### src/rtl/uart_tx_arbiter.sv
// uart_tx_arbiter: round-robin arbiter feeding tagged packets from NREQ requesters into one UART transmitter
// Ports: clk_100MHz/reset_n clock and async active-low reset; req_valid/req_data/req_last/req_ready
// per-requester word handshake; tx_start/tx_data/tx_done transmitter handshake; grant one-hot owner; busy not idle.
module uart_tx_arbiter #(
  parameter int NREQ = 4,
  parameter int DBITS = 8,
  parameter int TAG_EN = 1,
  parameter logic [7:0] TAG_BASE = 8'hF0,
  parameter int MAX_LEN = 16
) (
  input  logic                    clk_100MHz,
  input  logic                    reset_n,
  input  logic [NREQ-1:0]         req_valid,
  input  logic [NREQ*DBITS-1:0]   req_data,
  input  logic [NREQ-1:0]         req_last,
  output logic [NREQ-1:0]         req_ready,
  output logic                    tx_start,
  output logic [DBITS-1:0]        tx_data,
  input  logic                    tx_done,
  output logic [NREQ-1:0]         grant,
  output logic                    busy
);
  localparam int IW = $clog2(NREQ);
  typedef enum logic [2:0] {IDLE, TAG, TAG_WAIT, DATA, DATA_WAIT} state_t;
  state_t state;
  logic [IW-1:0] owner, last_owner, winner, idx;
  logic [7:0] cnt;
  logic found, last_q, owner_valid, accept;
  logic [DBITS-1:0] owner_data, tag_word;
  always_comb begin
    winner = last_owner;
    found = 1'b0;
    idx = '0;
    for (int k = 1; k <= NREQ; k++) begin
      idx = IW'((int'(last_owner) + k) % NREQ);
      if (!found && req_valid[idx]) begin
        found = 1'b1;
        winner = idx;
      end
    end
  end
  assign owner_valid = req_valid[owner];
  assign owner_data = req_data[owner*DBITS +: DBITS];
  assign tag_word = DBITS'(TAG_BASE) | DBITS'(owner);
  // The data word must be accepted in the same cycle the owner presents it,
  // so the transmitter strobes are decoded from the registered state rather than registered themselves.
  assign accept = state == DATA && owner_valid;
  assign tx_start = state == TAG || accept;
  assign tx_data = state == TAG ? tag_word : accept ? owner_data : '0;
  assign req_ready = accept ? grant : '0;
  assign busy = state != IDLE;
  always_ff @(posedge clk_100MHz or negedge reset_n)
    if (!reset_n) begin
      state <= IDLE;
      grant <= '0;
      owner <= '0;
      last_owner <= IW'(NREQ - 1);
      cnt <= '0;
      last_q <= 1'b0;
    end else begin
      case (state)
        IDLE: if (found) begin
          owner <= winner;
          grant <= NREQ'(1) << winner;
          state <= TAG_EN != 0 ? TAG : DATA;
        end
        TAG: state <= TAG_WAIT;
        TAG_WAIT: if (tx_done) state <= DATA;
        DATA: if (owner_valid) begin
          last_q <= req_last[owner];
          cnt <= cnt + 8'd1;
          state <= DATA_WAIT;
        end
        DATA_WAIT: if (tx_done) begin
          if (last_q || cnt == 8'(MAX_LEN)) begin
            state <= IDLE;
            last_owner <= owner;
            grant <= '0;
            cnt <= '0;
          end else state <= DATA;
        end
        default: state <= IDLE;
      endcase
    end
endmodule

### config.mk
export PLATFORM = sky130hd
export DESIGN_NAME = uart_tx_arbiter
export DESIGN_NICKNAME = d
export VERILOG_FILES = /design/src/rtl/uart_tx_arbiter.sv
export SDC_FILE = /design/constraint.sdc
export NUM_CORES = 1
export LEC_CHECK = 0
export BUFFER_PORTS_ARGS = -buffer_cell sky130_fd_sc_hd__buf_2
export CAP_MARGIN = 10
export CORE_MARGIN = 2
export CORE_UTILIZATION = 54
export CTS_BUF_LIST = sky130_fd_sc_hd__clkbuf_8
export DETAILED_ROUTE_END_ITERATION = 12
export PLACE_DENSITY = 0.88
export SLEW_MARGIN = 20
export SYNTH_ARGS = -nofsm -noshare
export SYNTH_HDL_FRONTEND = slang
export SYNTH_SLANG_ARGS = --single-unit
export TNS_END_PERCENT = 100
### constraint.sdc
create_clock -name clk_100MHz -period 4.4 [get_ports clk_100MHz]
set_input_delay 0.22 -clock clk_100MHz [delete_from_list [all_inputs] [get_ports clk_100MHz]]
set_output_delay 0.22 -clock clk_100MHz [all_outputs]
set_load 0.03 [all_outputs]
==> flow_summary.toml, run 1 <==
[run_status]
status = "complete, no violations"

[synthesis]
ys_ff_latch = 20
synth_edf_count = 0
postSynth.asyncResetShare_pct = 100
synth.cell_area_sq_um = 1540
ys_seq_area_share_pct = 32.6
synth-main-ff-cell = "dfrtp_1"
avgSynthCellArea_sq_um = 9.89
synth_cells = 156
yosys-top-cells-area = "dfrtp_1 29%, mux4_2 12%, nand2_1 5.4%"
synth_top_area_share_pct = 29.2
yosys.area.top_type = "dfrtp_1"
synth.distinct_cells = 43
syn-num-nets = 201
synth_commonest_cells = "22 x nand2_1, 18 x dfrtp_1, 13 x nor2_1"
yosysMostFrequentCell = "nand2_1"
yosysWarnings = 0

[timing]
tightestPinTransition_ns = 0.656
relSlewSlack_pct = 56.0
maxSlewViolCount = 0
skew_ns = 0.00283
rsz0062_at_grt = "no"
hold_viol_final = 0
finalSetupTns_ns = 0
finalCritPeriodShare_pct = 57.9
post-route-min-period_ns = 2.55
hold_ws_ns = 0.276
report.final.setup_viol = 0
max_freq_mhz = 392

[die]
dieArea_sq_um = 3300
rows = 19
die_w_microns = 57.5
die_y_microns = 57.5
core_sq_um = 2730
start_util_pct = 56.4
ios = 61

[clock_tree]
numCtsBuffers = 3
cts-root-buf = "clkbuf_8"
ctsResizeCount = 0
cts_buffer_depth = 2
h-tree-depth = 1
clk_latency_ns = 0.26
clkSinkCount = 20
cts_tree = "yes"
hold_buffers = 1
post-cts-setup-buffers = 0
clkTransAtPathRegs_ns = 0.08

[final_layout]
fin_util_pct = 69.5
fin_nets = 258
seqCellArea_sq_um = 503
area_growth_pct = 23.2
n_antenna_cell = 0
multi_input_area_sq_um = 975
fin_area_sq_um = 1900
fill_cells = 208
drive_above_1_share_pct = 42.5

[drt]
drt_iter0_drc = 68
ant_nets = 0
dr_total_vias = 1423
dr.pass1.iters = 4
drcViolationCount = 0
via_per_inst = 5.86
wl_per_cell_microns = 16.1
wirelength_mm = 3.92

[pwr]
p_int_w = 0.000693
p_leak_nw = 0.986
switching_share_pct = 47.7
peakVddDrop_uv = 439
powerDensity_nw_per_um2 = 697
combPwrFrac_pct = 59.2
clock_power_share_pct = 10.8
p_sw_w = 0.000632
power_frac_seq_pct = 30.1

[setup_path]
critPathRequiredTime_ns = 4.18
end_kind = "primary output"
critPathKind = "reg -> out"
start_kind = "flip-flop"
cp_max_fo = 14
worstPathArrival_ns = 2.33

[global_route]
grt_pass1_wl_mm = 6.51
grt_overflow = 0
antenna_found_initial = 0
track_usage_pct = 25.1
grt_max_degree = 21
grt_pass1_vias = 1401

[place]
io_buffers = 60
gp_congestion = 0.802
dp_hpwl_mm = 3.10
placed_area_sq_um = 1840

[min_path]
hp-class = "in -> reg"

[flow_run]
drv_cap = 0
-- layout make-up --
class                           instances  area share, %
Multi-Input combinational cell        122           51.3
Clock buffer                            4           2.90
Tap cell                               31           2.04
Timing Repair Buffer                   61           16.3
Inverter                                5          0.987
Sequential cell                        20           26.5
-- worst max-delay path: stages, from the launching register on --
cell     delay (ns)
dfrtp_1        0.67
mux4_2         0.68
nand2_1        0.23
o21ai_0        0.13
nand2_1        0.08
o31ai_1        0.07
buf_2          0.20
-- cells in the final DEF (no fill, tap or decap), drive strengths merged, types with 5 or more instances in the layout --
master / Yosys / final
inv: 5 / 5
mux2: 9 / 9
nand2: 22 / 22
nor2: 13 / 13
xor2: 6 / 6
and3: 9 / 9
buf: 5 / 60
o21ai: 6 / 6
dfrtp: 18 / 18
mux4: 8 / 8
mux2i: 6 / 6
-- flip-flops by register name (all words and copies together), names as in the netlist --
signal      count
last_q          1
cnt             8
grant           4
last_owner      2
owner           2
state           3
-- per-stage QoR --
stage / cells / setup WS [ns] / total power [W]
floorplan: 156 / 2.29 / 0.00101
global placement: 238 / 2.21 / 0.00115
detailed placement: 238 / 2.16 / 0.00118
CTS: 243 / 1.87 / 0.00132
global route: 243 / 1.67 / 0.00142
finish: 243 / 1.85 / 0.00132
-- layer usage --
layer / share of wire [%] / routed length, microns / vias up / global-route usage (%)
met5: 0 / 0 / - / 0
met2: 54 / 2110 / 51 / 44.3
met1: 40 / 1560 / 682 / 31.5
li1: - / - / 681 / -
met4: 2.2 / 85 / 0 / 8.31
met3: 4.1 / 160 / 9 / 3.17
-- power by group through the flow --
stage	Clock [W]	Sequential, W	Combinational [W]
detailed placement	0	0.000401	0.000775
global route	0.000151	0.000420	0.000847
CTS	0.000142	0.000397	0.000782
finish	0.000143	0.000399	0.000784
floorplan	0	0.000338	0.000668
global placement	0	0.000397	0.000749
-- path summary, 6_finish.rpt --
path	startpoint	endpoint	slack, ns	cells past startpoint
setup / recovery	owner[1]	tx_data[1]	1.85	6
hold / removal	tx_done	state[2]	0.28	2
setup reg to reg	owner[1]	cnt[5]	2.19	5
hold reg to reg	last_q	last_q	0.53	2
max in group asynchronous	reset_n	last_owner[1]	3.62	2
min in group asynchronous	reset_n	last_q	0.44	2
-- kinds of logic (layout without fill, tap and decap cells) --
logic type | count (synthesis) | after routing | share of synthesized area [%]
AOI/OAI and AO/OA | 19 | 19 | 8.35
xor gates and xnor gates | 7 | 7 | 3.97
adders and majority gates | 2 | 2 | 1.62
buffers and inverters | 14 | 70 | 4.22
DFF | 20 | 20 | 32.6
muxes | 23 | 23 | 23.1
and+or+nand+nor | 71 | 71 | 26.1
Note: power is estimated with default switching activity, not from simulation.
==> inputs of run 2 (changes only) <==
--- a/config.mk
+++ b/config.mk
@@ -8,10 +8,10 @@
 export BUFFER_PORTS_ARGS = -buffer_cell sky130_fd_sc_hd__buf_2
 export CAP_MARGIN = 10
 export CORE_MARGIN = 2
-export CORE_UTILIZATION = 54
+export CORE_UTILIZATION = 50
 export CTS_BUF_LIST = sky130_fd_sc_hd__clkbuf_8
 export DETAILED_ROUTE_END_ITERATION = 12
-export PLACE_DENSITY = 0.88
+export PLACE_DENSITY = 0.82
 export SLEW_MARGIN = 20
 export SYNTH_ARGS = -nofsm -noshare
 export SYNTH_HDL_FRONTEND = slang
==> constraint.sdc (replaced) <==
create_clock -name clk_100MHz -period 2.6 [get_ports clk_100MHz]
set_input_delay 0.13 -clock clk_100MHz [delete_from_list [all_inputs] [get_ports clk_100MHz]]
set_output_delay 0.13 -clock clk_100MHz [all_outputs]
set_load 0.03 [all_outputs]
==> flow_summary.toml, run 2 (synthesis gave the netlist of run 1 again) <==
[run_status]
status = "complete, no violations"

[final_layout]
fill_cells = 264
largest_reg_flops = 8
layout_commonest_cell = "buf_2"
final_cell_mix = "60 x buf_2, 22 x nand2_1, 18 x dfrtp_1"
fin_util_pct = 64.7
area_growth_pct = 25.9
fin_nets = 261
top_regs = "cnt (8), grant (4), state (3)"
drive_above_1_share_pct = 43.3
largest_register = "cnt"
n_antenna_cell = 0

[place]
gp_congestion = 0.795
dp_hpwl_mm = 2.88
dpl_worst_slack_ns = 0.546
io_buffers = 60

[drt]
dr.pass1.iters = 4
via_per_inst = 5.66
wirelength_mm = 3.77
dr_total_vias = 1404
wl_per_cell_microns = 15.2
ant_nets = 0
drt_iter0_drc = 60
drcViolationCount = 0

[timing]
report.final.setup_viol = 0
tightestPinTransition_ns = 0.462
finalCritPeriodShare_pct = 80.8
hold_ws_ns = 0.155
max_freq_mhz = 476
relSlewSlack_pct = 69.2
rsz0062_at_grt = "no"
finalSetupTns_ns = 0
hold_viol_final = 0
maxSlewViolCount = 0
post-route-min-period_ns = 2.10
worst_slack_ns = 0.498
skew_ns = 0.00280

[pwr]
combPwrFrac_pct = 60.5
p_int_w = 0.00126
powerDensity_nw_per_um2 = 1200
switching_share_pct = 45.7
peakVddDrop_uv = 646
p_leak_nw = 1.01
power_w = 0.00233
power_frac_seq_pct = 26.0
clock_power_share_pct = 13.5
p_sw_w = 0.00106

[die]
die_y_microns = 59.5
rows = 20
die_w_microns = 59.5
core_sq_um = 3000
start_util_pct = 51.4
dieArea_sq_um = 3550
ios = 61

[clock_tree]
ctsResizeCount = 0
cts-root-buf = "clkbuf_8"
numCtsBuffers = 3
clkSinkCount = 20
cts_tree = "yes"
clkTransAtPathRegs_ns = 0.08
h-tree-depth = 1
cts_buffer_depth = 2
clk_latency_ns = 0.26

[setup_path]
cp-startpoint = "last_owner[1]"
end_kind = "flip-flop"
rr_startpoint = "last_owner[1]"
worstPathArrival_ns = 2.25
critPathKind = "reg -> reg"
critPathRequiredTime_ns = 2.75
cp_max_fo = 12
start_kind = "flip-flop"
r2r-end = "grant[3]"
reg2reg_depth = 5
ff2ff_setup_slack_ns = 0.50

[min_path]
hp-class = "in -> reg"
worstHoldPathCells = 2
hold_path_end = "state[2]"
hp-start = "tx_done"

[global_route]
grt_max_degree = 21
grt_overflow = 0
antenna_found_initial = 0
grt_pass1_vias = 1265
grt_pass1_wl_mm = 5.95
track_usage_pct = 22.4

[flow_run]
drv_cap = 0
## run 2: metal layers
layer	part of all wire [%]	routed length (microns)	GRT usage, %	vias up
li1	-	-	-	686
met2	53	1980	38.5	43
met1	43	1630	29.2	673
met3	4.0	152	5.46	2
met5	0	0	0	-
met4	0.26	10	3.17	0
## run 2: final cells by class
type | count | area [sq um] | area share, %
clock buffer | 3 | 41.3 | 2.13
sequential | 20 | 503 | 25.9
timing repair buffer | 64 | 333 | 17.1
clock inverter | 1 | 30.0 | 1.55
multi-input combinational | 122 | 975 | 50.2
tap | 33 | 41.3 | 2.13
inverter | 5 | 18.8 | 0.966
## run 2: worst max path at each step
stage | end | slack, ns | cells after the start
floorplan | grant[0] | 0.56 | 6
global placement | grant[0] | 0.57 | 5
detailed placement | grant[2] | 0.55 | 5
CTS | grant[3] | 0.50 | 5
global route | tx_data[1] | 0.38 | 6
finish | grant[3] | 0.50 | 5
## run 2: what timing repair did
action                    4_1_cts  5_1_grt
buffers inserted                0        0
hold endpoints to repair       18        0
hold buffers                    1        0
## run 2: worst max-delay path, stage by stage, from the launching register on
cell and delay (ns):
dfstp_2 0.65, xnor2_1 0.17, mux2_2 0.39, nor4_4 0.25, nand3b_4 0.23, mux2_4 0.30
## run 2: per-stage QoR
stage               area [sq um]  cells
floorplan                   1540    156
global placement            1860    243
detailed placement          1860    243
CTS                         1940    248
global route                1940    248
finish                      1940    248
## run 2: power groups by stage
stage	Sequential [W]	Clock [W]	Combinational (W)
after detailed placement	0.000605	0	0.00140
after global placement	0.000601	0	0.00137
final	0.000604	0.000314	0.00141
after CTS	0.000601	0.000320	0.00141
after floorplan	0.000572	0	0.00113
after global routing	0.000628	0.000337	0.00152
